===== config.mk =====
export PLATFORM = sky130hd
export DESIGN_NAME = axis_spi_adc_pair
export DESIGN_NICKNAME = d
export VERILOG_FILES = /design/src/rtl/axis_spi_adc_pair.sv
export SDC_FILE = /design/constraint.sdc
export NUM_CORES = 1
export LEC_CHECK = 0
export ABC_AREA = 1
export CAP_MARGIN = 5
export CELL_PAD_IN_SITES_DETAIL_PLACEMENT = 1
export CELL_PAD_IN_SITES_GLOBAL_PLACEMENT = 2
export CORE_MARGIN = 10
export CORE_UTILIZATION = 35
export DETAILED_ROUTE_END_ITERATION = 10
export GPL_ROUTABILITY_DRIVEN = 0
export PLACE_DENSITY = 0.75
export SYNTH_ARGS = -nofsm -noshare
export SYNTH_HDL_FRONTEND = slang
export SYNTH_SLANG_ARGS = --single-unit

===== constraint.sdc =====
create_clock -name clk -period 2.8 [get_ports clk]
set_input_delay 0.7 -clock clk [delete_from_list [all_inputs] [get_ports clk]]
set_output_delay 0.7 -clock clk [all_outputs]
set_load 0.005 [all_outputs]

===== src/rtl/axis_spi_adc_pair.sv =====
// SPI master for a two-channel ADC: every SAMPLE_INTERVAL clocks it reads ch0 then ch1
// and presents each 16-bit result on a valid/ready word stream, m_last marking ch1.
module axis_spi_adc_pair #(
    parameter int unsigned CLK_DIV         = 4,
    parameter int unsigned SAMPLE_INTERVAL = 1000,
    parameter logic [15:0] CMD_CH0         = 16'h0000,
    parameter logic [15:0] CMD_CH1         = 16'h0800
) (
    input  logic        clk,
    input  logic        rst,
    input  logic        enable,
    output logic        sclk,
    output logic        cs_n,
    output logic        mosi,
    input  logic        miso,
    output logic        m_valid,
    output logic [15:0] m_data,
    output logic        m_last,
    input  logic        m_ready,
    output logic        overrun
);

    localparam int unsigned DIV_W = (CLK_DIV > 1) ? $clog2(CLK_DIV) : 1;
    localparam int unsigned INT_W = (SAMPLE_INTERVAL > 1) ? $clog2(SAMPLE_INTERVAL) : 1;
    localparam logic [DIV_W-1:0] DIV_LAST = DIV_W'(CLK_DIV - 1);
    localparam logic [INT_W-1:0] INT_LAST = INT_W'(SAMPLE_INTERVAL - 1);

    typedef enum logic [2:0] {
        IDLE,
        SETUP,
        SHIFT_HI,
        SHIFT_LO,
        HOLD,
        GAP,
        WAIT_OUT
    } state_e;

    state_e            state_q, state_d;
    logic [INT_W-1:0]  cnt_q, cnt_d;
    logic [DIV_W-1:0]  div_q, div_d;
    logic [4:0]        bit_q, bit_d;
    logic              ch_q, ch_d;
    logic [15:0]       sout_q, sout_d;
    logic [15:0]       sin_q, sin_d;
    logic              m_valid_q, m_valid_d;
    logic [15:0]       m_data_q, m_data_d;
    logic              m_last_q, m_last_d;
    logic              overrun_q, overrun_d;

    logic              tick;
    logic              out_free;
    logic              phase_done;
    logic              load;
    logic              in_frame;

    always_comb begin
        tick = enable && (cnt_q == INT_LAST);
        if (!enable || tick) begin
            cnt_d = '0;
        end else begin
            cnt_d = cnt_q + INT_W'(1);
        end
    end

    // NOTE: every next-state variable gets its hold value first so no path leaves one unassigned (no latches).
    always_comb begin
        state_d   = state_q;
        div_d     = '0;
        bit_d     = bit_q;
        ch_d      = ch_q;
        sout_d    = sout_q;
        sin_d     = sin_q;
        m_valid_d = m_valid_q && !m_ready;
        m_data_d  = m_data_q;
        m_last_d  = m_last_q;
        overrun_d = 1'b0;
        load      = 1'b0;

        phase_done = (div_q == DIV_LAST);
        out_free   = !m_valid_q || m_ready;

        if (state_q inside {SETUP, SHIFT_HI, SHIFT_LO, HOLD, GAP}) begin
            div_d = phase_done ? '0 : div_q + DIV_W'(1);
        end

        case (state_q)
            IDLE: begin
                if (tick) begin
                    if (out_free) begin
                        ch_d    = 1'b0;
                        sout_d  = CMD_CH0;
                        bit_d   = '0;
                        state_d = SETUP;
                    end else begin
                        overrun_d = 1'b1;
                    end
                end
            end
            SETUP: begin
                if (phase_done) begin
                    state_d = SHIFT_HI;
                    sin_d   = {sin_q[14:0], miso};
                    bit_d   = bit_q + 5'd1;
                end
            end
            SHIFT_HI: begin
                if (phase_done) begin
                    state_d = SHIFT_LO;
                    sout_d  = {sout_q[14:0], 1'b0};
                end
            end
            SHIFT_LO: begin
                // The low half-period after the 16th rising edge is kept so SCLK stays 50% duty.
                if (phase_done) begin
                    if (bit_q == 5'd16) begin
                        state_d = HOLD;
                    end else begin
                        state_d = SHIFT_HI;
                        sin_d   = {sin_q[14:0], miso};
                        bit_d   = bit_q + 5'd1;
                    end
                end
            end
            HOLD: begin
                if (phase_done) begin
                    state_d = GAP;
                end
            end
            GAP: begin
                if (phase_done) begin
                    if (out_free) begin
                        load = 1'b1;
                    end else begin
                        state_d = WAIT_OUT;
                    end
                end
            end
            WAIT_OUT: begin
                if (out_free) begin
                    load = 1'b1;
                end
            end
            default: begin
                state_d = IDLE;
            end
        endcase

        if (state_q != IDLE && tick) begin
            overrun_d = 1'b1;
        end

        // A ch0 load launches the ch1 frame on the same edge; a ch1 load closes the pair.
        if (load) begin
            m_data_d  = sin_q;
            m_valid_d = 1'b1;
            m_last_d  = ch_q;
            div_d     = '0;
            if (!ch_q) begin
                ch_d    = 1'b1;
                sout_d  = CMD_CH1;
                bit_d   = '0;
                state_d = SETUP;
            end else begin
                state_d = IDLE;
            end
        end
    end

    // NOTE: sequential state uses non-blocking assignments so every register samples pre-edge values.
    always_ff @(posedge clk or posedge rst) begin
        if (rst) begin
            state_q   <= IDLE;
            cnt_q     <= '0;
            div_q     <= '0;
            bit_q     <= '0;
            ch_q      <= 1'b0;
            sout_q    <= '0;
            sin_q     <= '0;
            m_valid_q <= 1'b0;
            m_data_q  <= '0;
            m_last_q  <= 1'b0;
            overrun_q <= 1'b0;
        end else begin
            state_q   <= state_d;
            cnt_q     <= cnt_d;
            div_q     <= div_d;
            bit_q     <= bit_d;
            ch_q      <= ch_d;
            sout_q    <= sout_d;
            sin_q     <= sin_d;
            m_valid_q <= m_valid_d;
            m_data_q  <= m_data_d;
            m_last_q  <= m_last_d;
            overrun_q <= overrun_d;
        end
    end

    // SPI pins decode straight from state so reset takes them idle without a clock edge.
    assign in_frame = state_q inside {SETUP, SHIFT_HI, SHIFT_LO, HOLD};
    assign cs_n     = !in_frame;
    assign sclk     = (state_q == SHIFT_HI);
    assign mosi     = in_frame && sout_q[15];

    assign m_valid  = m_valid_q;
    assign m_data   = m_data_q;
    assign m_last   = m_last_q;
    assign overrun  = overrun_q;

endmodule


## Yosys cells after proc, flatten, opt, wreduce, memory -nomap -nowiden

Index checks and enable logic that the tools add are counted.

| word-level totals | value |
|---|---|
| bits in registers | 72 |
| bits in latches | 0 |
| RAM bits | 0 |
| bits in read-only memories | 0 |
| input bits | 5 |
| output and inout port bits | 22 |
| word-level logic and storage cells | 99 |
| memories | 0 |

| operators by class | value |
|---|---|
| add/sub/neg operators | 3 |
| multipliers | 0 |
| divide/modulo/power cells | 0 |
| $lt $le $gt $ge | 0 |
| equal/unequal tests | 21 |
| shifts and indexed selects | 0 |
| muxes and demuxes | 47 |
| bitwise operators | 0 |
| reduce and logical (&&, ||, !) cells | 17 |

Operator list:

| operator | count |
|---|---|
| $mux 16 | 8 |
| $pmux 16 s2 | 2 |
| $mux 5 | 7 |
| $mux 3 | 10 |
| $ne 3x3->1 const B | 7 |
| $pmux 3 s7 | 1 |
| $pmux 5 s3 | 1 |
| $mux 1 | 13 |
| $add 10x1->10 const B | 1 |
| $eq 10x10->1 const B | 1 |
| $mux 10 | 1 |
| $eq 3x3->1 const B | 3 |
| $reduce_and 9->1 | 1 |
| $ne 2x2->1 const B | 4 |
| $eq 3x2->1 const B | 2 |
| $mux 2 | 3 |
| $add 5x1->5 const B | 1 |
| $eq 5x5->1 const B | 1 |
| $reduce_bool 5->1 | 1 |
| $logic_and 1x1->1 | 4 |
| $logic_not 1->1 | 4 |
| $reduce_and 4->1 | 1 |
| $reduce_bool 4->1 | 1 |
| $eq 3x1->1 const B | 1 |
| 8 further kinds | 9 |

## Logic depth before layout (Yosys ltp)

| logic depth | value |
|---|---|
| depth in word-level cells | 7 |
| mapped depth | 9 |
| gate-level depth less buffers | 9 |

## Worst setup path before layout

Ideal clock, no wire load.

| timing | value |
|---|---|
| kind | register to output |
| start | register state_q[0] |
| end | output port mosi |
| data arrival time | 1.095 ns |
| data required time | 2.100 ns |
| path slack | 1.005 ns |
| stages on the path, launching flop included | 7 |
| buffers on the path | 0 |
| cells stage by stage | dfrtp_1 -> nand2_1 -> nor2_1 -> nor3_1 -> inv_1 -> nand2_1 -> inv_1 |

| between the ends | value |
|---|---|
| word-level cells in the longest chain between the ends | 3 |
| elaborated cells between the ends (all ways) | 6 |
| classes of those cells | eq/ne: 4; reduce/logical: 2 |

Ends and longest elaborated chain:

| what | line | source |
|---|---|---|
| start, declared | 38 | `state_e state_q, state_d;` |
| start signal, assigned | 184 | `state_q <= state_d;` |
| $eq 3x1->1, or another cell as far along | 199 | `assign in_frame = state_q inside {SETUP, SHIFT_HI, SHIFT_LO, HOLD};` |
| $reduce_bool 4->1 * | 199 |  |
| $logic_and 1x1->1 * | 202 | `assign mosi = in_frame && sout_q[15];` |
| end, declared | 14 | `output logic mosi,` |

Mark *: on every way between the ends. The rest lies on a longest branch, timed or not.

## Final worst setup path

| timing | value |
|---|---|
| start | register state_q[0] |
| end | output port cs_n |

| between the ends | value |
|---|---|
| word-level cells in the longest chain between the ends | 3 |
| elaborated cells between the ends (all ways) | 6 |
| classes of those cells | eq/ne: 4; reduce/logical: 2 |

Ends and longest elaborated chain:

| what | line | source |
|---|---|---|
| $eq 3x1->1, or another cell as far along | 199 |  |
| $reduce_bool 4->1 * | 199 |  |
| $logic_not 1->1 * | 200 | `assign cs_n = !in_frame;` |
| end, declared | 13 | `output logic cs_n,` |

Marked as above.

==> metrics.cfg <==
[setup_path]
crit_type = reg -> out
cp-end-kind = primary output
worst_setup_path_start_kind = register
cp-startpoint = state_q[0]$_DFFE_PP0P_
r2r_cells = 6
r2r-start = div_q[0]$_DFF_PP0_
rrSetupSlack_ns = 0.83
critical-path-max-stage-delay_ns = 0.50
worstPathArrival_ns = 1.95
r2r-end = sin_q[13]$_DFFE_PP0P_
cp_top_family = buffers and inverters
crit_fanout = 7
slowest_stage = clkdlybuf4s50_1
cp.required_ns = 2.10
path_cells = nand2_2 > nor2_1 > nor3_1 > buf_4 > clkdlybuf4s50_1
critical_path_depth = 5
crit_end = cs_n
critical_path_buf_inv_count = 2

[timing]
skew_ns = 0.00736
max_freq_mhz = 377
final.period_utilization = 0.947
tns_ns = 0
final-hold-violation-count = 0
relSlewSlack = 0.557
fin_crit_ns = 2.65
worst-slew-pin-transition_ns = 0.662
rsz0062_at_grt = false
setup_viol = 0
report.final.slew_viol_count = 0

[clock_tree]
cts_buffers = 9
cts-root-buf = clkbuf_8
clk-insertion-delay-late_ns = 0.36
clkTransAtPathRegs_ns = 0.08
numClockSinks = 72
cts-htree-levels = 3
clock_path_buffers = 2
cts_hold_buf = 0
cts_tree = built

[synthesis]
synth_edf_count = 0
synthArstFlopShare = 1.00
ys_seq_area_frac = 0.537
syn_avg_cell_area_um2 = 8.60
yosysWarningCount = 0
synth_area_um2 = 3350
ys.flop_type = dfrtp_1
synth_cell_types = 31
netlist_instances = 390
synth_fp_nets = 399
ys_ff_latch = 72

[grt]
grt_overflow = 0
grt_pass1_wl_um = 14200
antenna_found_initial = 0
grt_max_degree = 73
grt_pass1_vias = 2889
grtUsageTotal = 0.123

[worst_hold_path]
hp-start = div_q[0]$_DFF_PP0_
hp-class = reg -> reg

[routing]
ant_nets = 0
vias = 2671
route.met2.wl_um = 3880
routedWlPerCell_um = 14.7
drt_iter0_drc = 154
post-route-drc-count = 0
drt-pass1-iter-count = 4
avgViaCountPerCell = 4.82
dr_wl_met3_um = 288
wl_met1_um = 3810
top_layer = met4
wirelength_um = 8120

[pwr]
peakVddDrop_uv = 217
combPwrFrac = 0.020
internal_power_w = 0.00147
switching_share = 0.242
seqPwrFrac = 0.537
leakage_nw = 1.80
powerDensity_nw_per_um2 = 495
clockPowerShare = 0.443
p_sw_w = 0.000471

[status]
status = complete, no violations

[floorplan]
start_util = 0.361
dieArea_um2 = 13900
core-area_um2 = 9280
die_x_um = 118
ios = 27
die_h_um = 118
fp-row-count = 35

[cells_and_area]
final_util = 0.424
finalInstanceArea_um2 = 3930
syn_to_final_growth_pct = 17.2
layout-drive-gt1-share = 0.108
final_net_count = 429
antennaDiodeCount = 0

[placement]
dpl.hpwl_um = 5490
post_dp_cell_area_um2 = 3730
portBuffers = 26

[run]
cap_violations = 0

-- cell type report --
class,instances,area [µm²]
Inverter,44,165
Fill cell,1141,5350
Multi-Input combinational cell,261,1280
Timing Repair Buffer,32,318
Sequential cell,72,1800
Clock inverter,7,78.8
Tap cell,129,161
Clock buffer,9,124
-- worst register-to-register path: stages, from the launching register on --
cell and delay, ns:
dfrtp_1 0.39, ha_1 0.22, inv_1 0.28, nand2_1 0.20, nand2_2 0.53, nand2_1 0.19, o21ai_2 0.10
-- synth_stat cells, types with 4 or more instances --
cell type  instances  area share
dfrtp_1           72        0.54
o21ai_1           17       0.025
nor2_1            22       0.025
ha_1               4       0.015
o21ai_2            6       0.016
buf_6              5       0.017
inv_1             41       0.046
nand2_2            5      0.0093
nand3_1           30       0.045
a21oi_1           25       0.037
o21ai_0           19       0.028
nor3_1             8       0.012
nand2_1           97        0.11
nand4_1           13       0.024
-- state kept, by name, summed over array words and instances, names as in the netlist --
register	count
bit_q	5
ch_q	1
cnt_q	10
div_q	2
m_data	16
m_last	1
m_valid	1
overrun	1
sin_q	16
sout_q	16
state_q	3
-- cell families (layout without fill, tap and decap cells) --
family / Yosys count / in the layout / share of synthesized area
and+or+nand+nor: 186 / 186 / 0.250
DFF: 72 / 72 / 0.537
AOI/OAI and AO/OA: 70 / 70 / 0.114
xor gates and xnor gates: 1 / 1 / 0.00261
buffers and inverters: 57 / 92 / 0.0813
adders and majority gates: 4 / 4 / 0.0149
-- layer usage --
metal	track usage	vias up
met4	0.0541	0
met3	0.0326	12
met2	0.197	28
met1	0.151	1293
li1	-	1338
met5	0	-
-- worst min-delay path by stage --
| stage | to | slack (ns) | depth (start not counted) |
|---|---|---|---|
| floorplan | div_q[0]$_DFF_PP0_ | 0.42 | 1 |
| global placement | div_q[0]$_DFF_PP0_ | 0.43 | 1 |
| detailed placement | div_q[0]$_DFF_PP0_ | 0.45 | 1 |
| CTS | div_q[0]$_DFF_PP0_ | 0.46 | 1 |
| global route | div_q[0]$_DFF_PP0_ | 0.48 | 1 |
| finish | div_q[0]$_DFF_PP0_ | 0.45 | 1 |
-- stage by stage --
step / total power, W / std cells / hold WS [ns] / worst slack, ns
6_report: 0.00195 / 554 / 0.451 / 0.149
5_1_grt: 0.00204 / 554 / 0.478 / 0.00738
4_1_cts: 0.00198 / 554 / 0.463 / 0.0550
3_5_place_dp: 0.00111 / 538 / 0.451 / 0.311
3_3_place_gp: 0.00111 / 538 / 0.425 / 0.404
2_1_floorplan: 0.00109 / 390 / 0.416 / 0.275
-- power by group through the flow --
| stage | sequential (W) | clock, W | combinational (W) |
|---|---|---|---|
| floorplan | 0.00107 | 0 | 0.0000229 |
| global placement | 0.00107 | 0 | 0.0000411 |
| detailed placement | 0.00107 | 0 | 0.0000418 |
| CTS | 0.00105 | 0.000897 | 0.0000417 |
| global route | 0.00105 | 0.000944 | 0.0000465 |
| finish | 0.00105 | 0.000862 | 0.0000390 |
-- cell usage in the layout (no fill, tap or decap), drive strengths merged --
cell,instances
nand2,103
dfrtp,72
inv,46
o21ai,42
nand3,32
clkdlybuf4s50,26
a21oi,26
nor2,25
nand4,13
clkbuf,9
nor3,8
buf,6
ha,4
nor3b,2
clkinvlp,2
clkinv,2
nand3b,1
a211oi,1
nor4,1
o21bai,1
and3,1
xor2,1
bufinv,1
-- repair_timing --
| action | in CTS | in global routing |
|---|---|---|
| setup buffers | 0 | 0 |
| resized for setup | 0 | 2 |
| endpoints found under the setup margin | 0 | 2 |
No activity file was read; power rests on OpenSTA's default activity.
==> RTL edit: new RTL, same settings <==
Put one more register stage on the output `overrun`. The value now appears one clock later. The other outputs are not delayed to match.
--- a/src/rtl/axis_spi_adc_pair.sv
+++ b/src/rtl/axis_spi_adc_pair.sv
@@ -204,7 +204,9 @@
     assign m_valid  = m_valid_q;
     assign m_data   = m_data_q;
     assign m_last   = m_last_q;
-    assign overrun  = overrun_q;
+    always_ff @(posedge clk) begin
+        overrun <= overrun_q;
+    end
 
 endmodule
 
Formal check against the unedited RTL: no difference found for any inputs over 10 cycles, from zero or initial values and one cycle with rst high; that may be too few to reach the edited logic, so the function may still have changed.
==> RTL edit against the unedited design <==
  * Via count up 1.4%
  * Sequential cell count up 1
  * Routed wire length down 0.17%
  * Die area up 0.49%
  * First-iteration DRC count down 19%
  * Clock skew up 0.0068 ns
  * Hold slack worse by 0.096 ns
  * Synthesized area up 0.60%
  * Final area up 0.73%
  * Setup slack better by 0.033 ns
  * Power up 3.2%
  * Count of clock-buffer cells in the layout unchanged
  * Critical path depth up 2
  * Critical path type unchanged
==> RTL edit: results (changes against the unedited design) <==
status completed (unchanged); top cell type's share of synthesized area 53.4% (was 53.7%); Clock net power 0.908 mW (was 0.862 mW); Post-Route M1 WL 4000 um (was 3810 um); Top Layer Used met4 (unchanged); overall routed net length 8110 um (was 8120 um); # fillers 1117 (was 1141); met1 GRT Util 15.2% (was 15.1%); Non-Clock Buffer Area Fraction 7.64% (was 8.08%); net count after synthesis 400 (was 399); leakage 1.81 nW (was 1.80 nW); total number of vias 2708 (was 2671); Total Nets Final 428 (was 429); top post-synthesis cells by count nand2_1 (97), dfrtp_1 (72), inv_1 (41), nand3_1 (30), a21oi_1 (25) (unchanged); clock skew 0.0141 ns (was 0.00736 ns); Met2 Routed Length 3760 um (was 3880 um); P_sw 0.437 mW (was 0.471 mW); initial antenna violation count 0 (unchanged); Slowest-stage cell, CP dfrtp_1 (was clkdlybuf4s50_1); met3 WL 244 um (was 288 um); multi-input combinational area share 32.6% (about the same); peak supply drop 0.239 mV (was 0.217 mV); CP max FO 7 (unchanged); CTS Sinks 73 (was 72); met2 usage 19.3% (was 19.7%); comb_multi_in 261 (unchanged); initial drt markers 124 (was 154); clock-cell share of area 5.46% (was 5.15%); P_comb 0.0397 mW (was 0.0390 mW); Post-synth ARST share 98.6% (was 100%); Slew HR 57.6% (was 55.7%); CP delay by family, top buffers and inverters (unchanged); deepest clock path buffer count 2 (unchanged); Non-CTS buffers 30 (was 32); GRT Util Overall 12.1% (was 12.3%); area taken by flip-flops and latches 0.00182 mm^2 (was 0.00180 mm^2); layout cell share with drive strength beyond 1 10.6% (was 10.8%); pin count of the biggest net entering global routing 53 (was 73); HPWL Detailed 5620 um (was 5490 um); Worst-Skew Late Latency 0.34 ns (was 0.36 ns); Area contributors post-synth dfrtp_1 (53%), nand2_1 (11%), inv_1 (4.6%) (was dfrtp_1 (54%), nand2_1 (11%), inv_1 (4.6%)); vias in the first global route 2942 (was 2889); register area share after synthesis 54.0% (was 53.7%)
RTL edit: cell types whose count changed after synthesis, sizes merged:
cell	delta
dfxtp	+1
RTL edit: logic make-up after synthesis:
family	after synthesis	synth area share (%)
compound gates	70	11.3
xor+xnor	1	0.260
fa+ha+maj	4	1.48
buf+inv	57	8.08
flops	73	54.0
simple gates	186	24.9
RTL edit: timing repair:
| item | CTS | global route |
|---|---|---|
| pin swaps | 0 | 0 |
| gates resized for setup | 1 | 3 |
| cloned | 0 | 0 |
| setup endpoints to repair | 1 | 2 |
RTL edit: final timing paths:
path                                 start    endpoint  slack, ns  depth (start not counted)
worst min-delay path             overrun_q     overrun       0.36                          0
worst min register to register   overrun_q     overrun       0.36                          0
min in group asynchronous              rst    cnt_q[8]       0.70                          2
worst max register to register    div_q[0]   sin_q[13]       0.84                          6
max in group asynchronous              rst  sout_q[10]       1.45                          3
worst max-delay path            state_q[0]        mosi       0.18                          7
RTL edit: worst reg2reg max path: cells and delay by family (launching register included):
| family | cells | cell delay, ns |
|---|---|---|
| flip-flops | 1 | 0.38 |
| AO/OA/AOI/OAI | 1 | 0.09 |
| buffers and inverters | 1 | 0.30 |
| AND/OR/NAND/NOR | 3 | 0.90 |
| adder cells (fa/ha/maj) | 1 | 0.21 |
RTL edit: metrics by stage:
| stage | std cells | total power, mW | area (um^2) | util [%] | setup slack [ns] |
|---|---|---|---|---|---|
| after global routing | 553 | 2.10 | 3960 | 42.5 | 0.00288 |
| after global placement | 537 | 1.12 | 3730 | 40.0 | 0.364 |
| after CTS | 553 | 2.04 | 3950 | 42.3 | 0.0541 |
| after floorplan | 391 | 1.10 | 3370 | - | 0.275 |
| after detailed placement | 537 | 1.12 | 3730 | 40.0 | 0.355 |
| final | 553 | 2.01 | 3960 | 42.5 | 0.181 |
